**src/rtl/swi_debouncer.sv**
```systemverilog
// rtl/swi_debouncer.sv - switch synchronizer and per-bit debouncer with rise/fall/toggle events
// A new level is accepted once it has held DEBOUNCE_CYCLES synchronized cycles.
module swi_debouncer #(
    parameter int NBITS           = 8,
    parameter int DEBOUNCE_CYCLES = 4,
    parameter int CNT_WIDTH       = $clog2(DEBOUNCE_CYCLES) + 1
) (
    input  logic             clk_2,
    input  logic             reset,
    input  logic [NBITS-1:0] swi_raw,
    output logic [NBITS-1:0] swi_clean,
    output logic [NBITS-1:0] swi_rise,
    output logic [NBITS-1:0] swi_fall,
    output logic [NBITS-1:0] swi_toggle,
    output logic             changed
);

    localparam logic [CNT_WIDTH-1:0] LP_CNT_LAST = CNT_WIDTH'(DEBOUNCE_CYCLES - 1);

    logic [NBITS-1:0]     r_sync1;
    logic [NBITS-1:0]     r_sync2;
    logic [NBITS-1:0]     r_clean;
    logic [NBITS-1:0]     r_rise;
    logic [NBITS-1:0]     r_fall;
    logic [NBITS-1:0]     r_toggle;
    logic                 r_changed;
    logic [CNT_WIDTH-1:0] r_cnt [NBITS];

    logic [NBITS-1:0]     w_mismatch;
    logic [NBITS-1:0]     w_accept;

    // A bit is accepted on the edge where its mismatch has already been counted DEBOUNCE_CYCLES-1 times.
    always_comb begin
        w_mismatch = r_sync2 ^ r_clean;
        w_accept   = '0;
        for (int i = 0; i < NBITS; i++) begin
            w_accept[i] = w_mismatch[i] && (r_cnt[i] == LP_CNT_LAST);
        end
    end

    always_ff @(posedge clk_2 or posedge reset) begin
        if (reset) begin
            r_sync1 <= '0;
            r_sync2 <= '0;
        end else begin
            r_sync1 <= swi_raw;
            r_sync2 <= r_sync1;
        end
    end

    always_ff @(posedge clk_2 or posedge reset) begin
        if (reset) begin
            for (int i = 0; i < NBITS; i++) begin
                r_cnt[i] <= '0;
            end
        end else begin
            for (int i = 0; i < NBITS; i++) begin
                if (!w_mismatch[i] || w_accept[i]) begin
                    r_cnt[i] <= '0;
                end else begin
                    r_cnt[i] <= r_cnt[i] + CNT_WIDTH'(1);
                end
            end
        end
    end

    always_ff @(posedge clk_2 or posedge reset) begin
        if (reset) begin
            r_clean   <= '0;
            r_rise    <= '0;
            r_fall    <= '0;
            r_toggle  <= '0;
            r_changed <= 1'b0;
        end else begin
            r_clean   <= r_clean ^ w_accept;
            r_rise    <= w_accept & r_sync2;
            r_fall    <= w_accept & ~r_sync2;
            r_toggle  <= r_toggle ^ (w_accept & r_sync2);
            r_changed <= |w_accept;
        end
    end

    assign swi_clean  = r_clean;
    assign swi_rise   = r_rise;
    assign swi_fall   = r_fall;
    assign swi_toggle = r_toggle;
    assign changed    = r_changed;

endmodule

```
**config.mk**
```make
export PLATFORM = sky130hd
export DESIGN_NAME = swi_debouncer
export DESIGN_NICKNAME = d
export VERILOG_FILES = /design/src/rtl/swi_debouncer.sv
export SDC_FILE = /design/constraint.sdc
export NUM_CORES = 1
export LEC_CHECK = 0
export BUFFER_PORTS_ARGS = -buffer_cell sky130_fd_sc_hd__buf_4
export CAP_MARGIN = 10
export CORE_MARGIN = 5
export CORE_UTILIZATION = 50
export CTS_BUF_LIST = sky130_fd_sc_hd__clkbuf_4 sky130_fd_sc_hd__clkbuf_8
export CTS_CLUSTER_DIAMETER = 200
export DETAILED_ROUTE_END_ITERATION = 8
export MAX_ROUTING_LAYER = met4
export PLACE_DENSITY = 0.68
export SETUP_SLACK_MARGIN = 0.4
export SLEW_MARGIN = 25
export SYNTH_ARGS = -nofsm -noshare
export SYNTH_HDL_FRONTEND = slang
export SYNTH_SLANG_ARGS = --single-unit
```
**constraint.sdc**
```tcl
create_clock -name clk_2 -period 2.7 [get_ports clk_2]
set_input_delay 0.135 -clock clk_2 [delete_from_list [all_inputs] [get_ports clk_2]]
set_output_delay 0.135 -clock clk_2 [all_outputs]
set_load 0.01 [all_outputs]
```
==> results of run 1 <==
[layout make-up]
class | instances | area [um2]
clock buffer | 14 | 174
fill | 401 | 1810
inverter | 21 | 78.8
multi-input combinational | 98 | 729
sequential | 73 | 1830
tap | 70 | 87.6
timing repair buffer | 51 | 403
[metal layers]
metal,share of wire (%),GRT usage [%],wire (um),up-vias
met5,0,-,0,-
met4,1.7,7.35,67,0
met3,4.0,3.90,154,9
met2,49,19.9,1880,24
met1,45,17.2,1740,698
li1,-,-,-,732
[cell usage after synthesis]
master    instances
ha_1             16
a22oi_1           2
xor2_1           16
nor2_1           29
nor4_2            2
inv_1            21
and3b_1           6
o21ai_1           1
and3b_4           2
dfrtp_1          73
nand4_1           1
mux2_1            4
o21ai_0           3
nor3b_1           3
nand2b_1          8
nand2_1           5
[logic make-up (layout without fill, tap and decap cells)]
kind of cell | count (synthesis) | after routing | share of synthesized area (%)
compound gates | 6 | 6 | 1.33
xor+xnor | 16 | 16 | 5.32
fa+ha+maj | 16 | 16 | 7.60
buf+inv | 21 | 86 | 2.99
flops | 73 | 73 | 69.3
mux | 4 | 4 | 1.71
simple gates | 56 | 56 | 11.7
[metrics by stage]
stage | hold slack [ns] | instance area [um2] | cells | total power (uW) | utilization [%]
2_1_floorplan | 0.166 | 2640 | 192 | 2050 | -
3_3_place_gp | 0.244 | 3050 | 305 | 2380 | 59.6
3_5_place_dp | 0.246 | 3050 | 305 | 2400 | 59.6
4_1_cts | 0.105 | 3300 | 327 | 3170 | 64.6
5_1_grt | 0.160 | 3300 | 327 | 3370 | 64.6
6_report | 0.0767 | 3300 | 327 | 3120 | 64.6
[placed cells by master, fill, tap and decap left out]
master and count:
o21ai_0 3, nor4_2 2, a22oi_1 2, o21ai_1 1, ha_1 16, inv_2 1, nor2_1 29, clkbuf_8 11
xor2_1 16, mux2_1 4, clkbuf_4 3, dlygate4sd3_1 8, dfrtp_1 73, nand2b_1 8, buf_4 43, inv_1 20
nor3b_1 3, and3b_1 6, nand4_1 1, nand2_1 5, and3b_4 2
[where the power goes]
group | leakage (uW) | switching (uW) | internal (uW)
Clock | 0.0000929 | 342 | 406
Combinational | 0.000707 | 409 | 414
Sequential | 0.000935 | 181 | 1370
[tightest hold or removal path, stage by stage]
cell	delay (ns)
buf_4	0.11
inv_2	0.03
buf_4	0.66
[how the worst max path moves through the flow]
stage,end,slack (ns)
floorplan,async pin,0.71
global placement,changed$_DFF_PP0_,1.23
finish,changed$_DFF_PP0_,1.20
detailed placement,changed$_DFF_PP0_,1.19
global route,changed$_DFF_PP0_,1.06
CTS,changed$_DFF_PP0_,1.18
==> results.tsv, run 1 <==
stage	metric	value	unit
worst_setup_path	cp-start-kind	register	
synthesis	post-synth-top-area-cell	dfrtp_1	
pwr	powerDensity	946	nW/um2
detailed_routing	via_per_inst	4.47	
clock_network	ctsResizeCount	0	
final_layout	nets	280	
synthesis	syn-num-nets	218	
floorplanning	rows	26	
worst_setup_path	crit_path_end_kind	register	
final_layout	diodes	0	
worst_setup_path	crit_required	2.90	ns
final_layout	drive_above_1_share	24.1	%
clock_network	hold_buffers	8	
worst_setup_path	critPathTopFamily	simple AND/OR/NAND/NOR gates	
grt	grt-ovfl-total	0	
worst_setup_path	critPathMaxStageDelay	0.38	ns
clock_network	cts-buffers-inserted	9	
worst_setup_path	startpoint	r_cnt[18]$_DFF_PP0_	
clock_network	clockBufferDepth	2	
clock_network	clkLatencyLatePin	0.32	ns
pwr	ir_drop	0.534	mV
detailed_routing	drtIter0Drc	45	
worst_setup_path	reg2reg_slack	1.20	ns
clock_network	htree_levels	3	
timing	fmax	667	MHz
timing	finalSetupViolCount	0	
floorplanning	start_util	51.6	%
grt	grt_pass1_wl	6.51	mm
timing	max_slew.worst_pin.slew	0.859	ns
grt	antenna_found_initial	0	
detailed_routing	wl_per_cell	11.8	um
placed_design	pre_cts_ws	1.19	ns
outcome	status	finished clean	
timing	relSlewSlack	42.7	%
worst_setup_path	cp_num_buf_inv	0	
detailed_routing	drt_wl_total	3.85	mm
timing	layout_min_cycle_time	1.50	ns
synthesis	synth_top_area_share	69.3	%
timing	drv_slew	0	
timing	fin_setup_tns	0	ns
synthesis	synth.distinct_cells	16	
worst_setup_path	cp_max_fo	4	
placed_design	dp_hpwl	2.64	mm
synthesis	postSynthAreaPerCell	13.7	um2
detailed_routing	via_count	1463	
timing	final_hold_viol_count	0	
detailed_routing	drc_errors	0	
worst_setup_path	crit_top_cell	ha_1	
worst_setup_path	r2r_cells	5	
detailed_routing	drtAntennaViolNets	0	
clock_network	cts_root_buf	clkbuf_8	
floorplanning	die-area	6820	um2
final_layout	area_growth	25.2	%
synthesis	syn-cell-area	2640	um2
synthesis	syn_inst	192	
timing	setup_slack	1.20	ns
floorplanning	io_pins	43	
synthesis	synthTopCellsByArea	dfrtp_1 69%, ha_1 7.6%, xor2_1 5.3%	
worst_setup_path	crit_type	reg -> reg	
clock_network	cts.sinks	73	
hold_path	min-delay-path-class	in -> async	
worst_setup_path	worst_r2r_endpoint	changed$_DFF_PP0_	
grt	grt_pass1_vias	1449	
worst_setup_path	path_depth	5	
worst_setup_path	cp_slowest_cell	dfrtp_1	
clock_network	cts_tree	built	
floorplanning	core-area	5110	um2
synthesis	ys_ff_latch	73	
placed_design	gp_congestion	0.703	
floorplanning	chipWidth	82.6	um
synthesis	yosysWarnings	0	
worst_setup_path	cp.arrival	1.70	ns
placed_design	io_buffers	42	
grt	grt_max_degree	74	
pwr	leakage	0.00173	uW
worst_setup_path	reg2reg_from	r_cnt[18]$_DFF_PP0_	
detailed_routing	first_pass_iters	3	
clock_network	clkTransAtPathRegs	0.07	ns
timing	grt_setup_unrepaired	no	
floorplanning	die_h	82.6	um
grt	grt.total_usage	13.6	%
run	drv_cap	0	
worst_setup_path	crit_chain	ha_1, ha_1, and3b_1, nor4_2, nand4_1	
clock_network	post_cts_buffers	0	
timing	period_share	55.6	%
synthesis	yosysSeqAreaShare	69.3	%
timing	skew	0.00481	ns
Power figures use the tool's default switching activity.
==> run 2, diff against run 1 <==
Clock period 2.7 ns to 1.4 ns, I/O delays scaled along.
==> run 2 against run 1 <==
Against the previous run:
- the flow now finishes with violations (negative setup slack)
- sequential cell count unchanged
- hold slack gained 0.27 ns
- routed wire length is 47% higher
- sequential power up 99%
- combinational power grew to 3.9 times the previous value
- global-route usage is 5.1 points higher
- fmax up 3.1%
==> results.tsv, run 2 (synthesis results as in run 1) <==
stage	metric	value	unit	change
placed_design	io_buffers	42		unchanged
clock_network	clkLatencyLatePin	0.35	ns	+0.03 ns
outcome	status	complete, but fails checks		
worst_setup_path	crit_required	1.61	ns	-1.29 ns
clock_network	clkTransAtPathRegs	0.08	ns	about the same
final_layout	final_common_cell	dfrtp_1		
detailed_routing	via_count	1722		+18%
pwr	leakage	0.00203	uW	+17%
detailed_routing	wl_per_cell	15.5	um	+32%
worst_setup_path	cp-start-kind	register		
final_layout	diodes	0		unchanged
timing	max_slew.worst_pin.slew	0.384	ns	-0.475 ns
detailed_routing	first_pass_iters	4		+1
final_layout	area_growth	58.7	%	
placed_design	placed_area	3290	um2	+8.1%
pwr	ir_drop	1.12	mV	+110%
final_layout	final.fill_count	265		-34%
floorplanning	chipWidth	82.6	um	unchanged
worst_setup_path	cp.arrival	1.67	ns	-0.03 ns
grt	grt_pass1_vias	1847		+27%
final_layout	final_area	4180	um2	+27%
hold_path	min-delay-path-class	reg -> reg		
detailed_routing	drt_wl_total	5.66	mm	+47%
clock_network	cts_root_buf	clkbuf_8		
worst_setup_path	critPathTopFamily	simple AND/OR/NAND/NOR gates		
final_layout	layout_common_cells	70 x dfrtp_1, 48 x buf_4, 28 x buf_6		
run	drv_cap	0		unchanged
clock_network	cts.sinks	73		unchanged
floorplanning	die_h	82.6	um	unchanged
timing	layout_min_cycle_time	1.46	ns	-0.0448 ns
worst_setup_path	worst_r2r_endpoint	changed$_DFF_PP0_		
grt	grt_max_degree	74		unchanged
timing	whs	0.348	ns	+0.272 ns
clock_network	cts_tree	built		
detailed_routing	drtAntennaViolNets	0		unchanged
worst_setup_path	reg2reg_from	r_cnt[12]$_DFF_PP0_		
timing	finalSetupViolCount	2		+2
timing	setup_slack	-0.0555	ns	-1.26 ns
clock_network	cts-buffers-inserted	9		unchanged
floorplanning	io_pins	43		unchanged
timing	relSlewSlack	74.4	%	+32 points
worst_setup_path	critPathMaxStageDelay	0.39	ns	about the same
grt	grt_pass1_wl	8.73	mm	+34%
worst_setup_path	cp_num_buf_inv	0		unchanged
detailed_routing	via_per_inst	4.73		+5.7%
pwr	powerDensity	1940	nW/um2	+110%
timing	final_hold_viol_count	0		unchanged
grt	grt.total_usage	18.7	%	+5.1 points
timing	fmax	687	MHz	+3.1%
worst_setup_path	cp_slowest_cell	dfrtp_1		
timing	period_share	104	%	+48 points
placed_design	dp_hpwl	3.35	mm	+27%
timing	drv_slew	0		unchanged
clock_network	clockBufferDepth	2		unchanged
hold_path	hp-start	r_sync1[3]$_DFF_PP0_		
worst_setup_path	crit_type	reg -> reg		
floorplanning	core-area	5110	um2	unchanged
grt	antenna_found_initial	0		unchanged
timing	skew	0.00665	ns	+0.00184 ns
outcome	violations	negative setup slack		
worst_setup_path	cp_max_fo	4		unchanged
detailed_routing	drtIter0Drc	61		+36%
clock_network	htree_levels	3		unchanged
pwr	finalPower	8110	uW	+160%
detailed_routing	drc_errors	0		unchanged
worst_setup_path	crit_chain	ha_2, ha_4, and3b_4, nor4_4, nand4_1		
placed_design	gp_congestion	0.698		-0.67%
floorplanning	start_util	51.6	%	unchanged
hold_path	hold_end	r_sync2[3]$_DFF_PP0_		
final_layout	drive_above_1_share	58.2	%	+34 points
floorplanning	die-area	6820	um2	unchanged
timing	grt_setup_unrepaired	yes		
grt	grt-ovfl-total	0		unchanged
worst_setup_path	r2r_cells	5		unchanged
worst_setup_path	crit_path_end_kind	register		
final_layout	nets	315		+13%
hold_path	holdPathStages	0		
floorplanning	rows	26		unchanged
worst_setup_path	reg2reg_slack	-0.06	ns	-1.26 ns
-- run 2: layout make-up --
type	instances	area, um2	area share, %
Multi-Input combinational cell	98	1170	27.9
Sequential cell	73	1830	43.8
Clock inverter	6	90.1	2.15
Timing Repair Buffer	86	786	18.8
Inverter	21	82.6	1.97
Clock buffer	10	138	3.29
Tap cell	70	87.6	2.09
-- run 2: repair_timing --
item	4_1_cts	5_1_grt
hold buffers	9	0
buffers inserted	14	17
resized for setup	54	34
pin swaps	15	8
endpoints found under the setup margin	61	71
endpoints found under the hold margin	81	0
-- run 2: per-layer routing --
layer / routed length [um] / vias to the layer above / GRT usage (%) / part of all wire (%)
li1: - / 800 / - / -
met1: 2030 / 862 / 19.0 / 36
met2: 3150 / 42 / 32.1 / 56
met3: 293 / 18 / 6.94 / 5.2
met4: 181 / 0 / 8.33 / 3.2
met5: 0 / - / - / 0
-- run 2: worst max path at each step --
stage / cells after the start / from / endpoint
after floorplan: 5 / r_cnt[18]$_DFF_PP0_ / changed$_DFF_PP0_
after global placement: 5 / r_cnt[6]$_DFF_PP0_ / changed$_DFF_PP0_
after detailed placement: 5 / r_cnt[12]$_DFF_PP0_ / changed$_DFF_PP0_
after CTS: 5 / r_cnt[18]$_DFF_PP0_ / changed$_DFF_PP0_
after global routing: 5 / r_cnt[12]$_DFF_PP0_ / changed$_DFF_PP0_
final: 5 / r_cnt[12]$_DFF_PP0_ / changed$_DFF_PP0_
-- run 2: per-stage QoR --
stage	TNS, ns	util [%]	instances	setup slack, ns
after floorplan	0	-	192	0.0287
after global placement	0	64.4	308	0.00953
after detailed placement	-0.0465	64.4	308	-0.0465
after CTS	-0.0978	76.4	347	-0.0718
after global routing	-0.188	81.9	364	-0.122
final	-0.0774	81.9	364	-0.0555
-- run 2: power breakdown --
| group | internal [uW] | leakage, uW | switching, uW | total, uW |
|---|---|---|---|---|
| Combinational | 1740 | 0.000987 | 1430 | 3170 |
| Sequential | 2650 | 0.000931 | 445 | 3090 |
| Clock | 1060 | 0.000113 | 793 | 1850 |
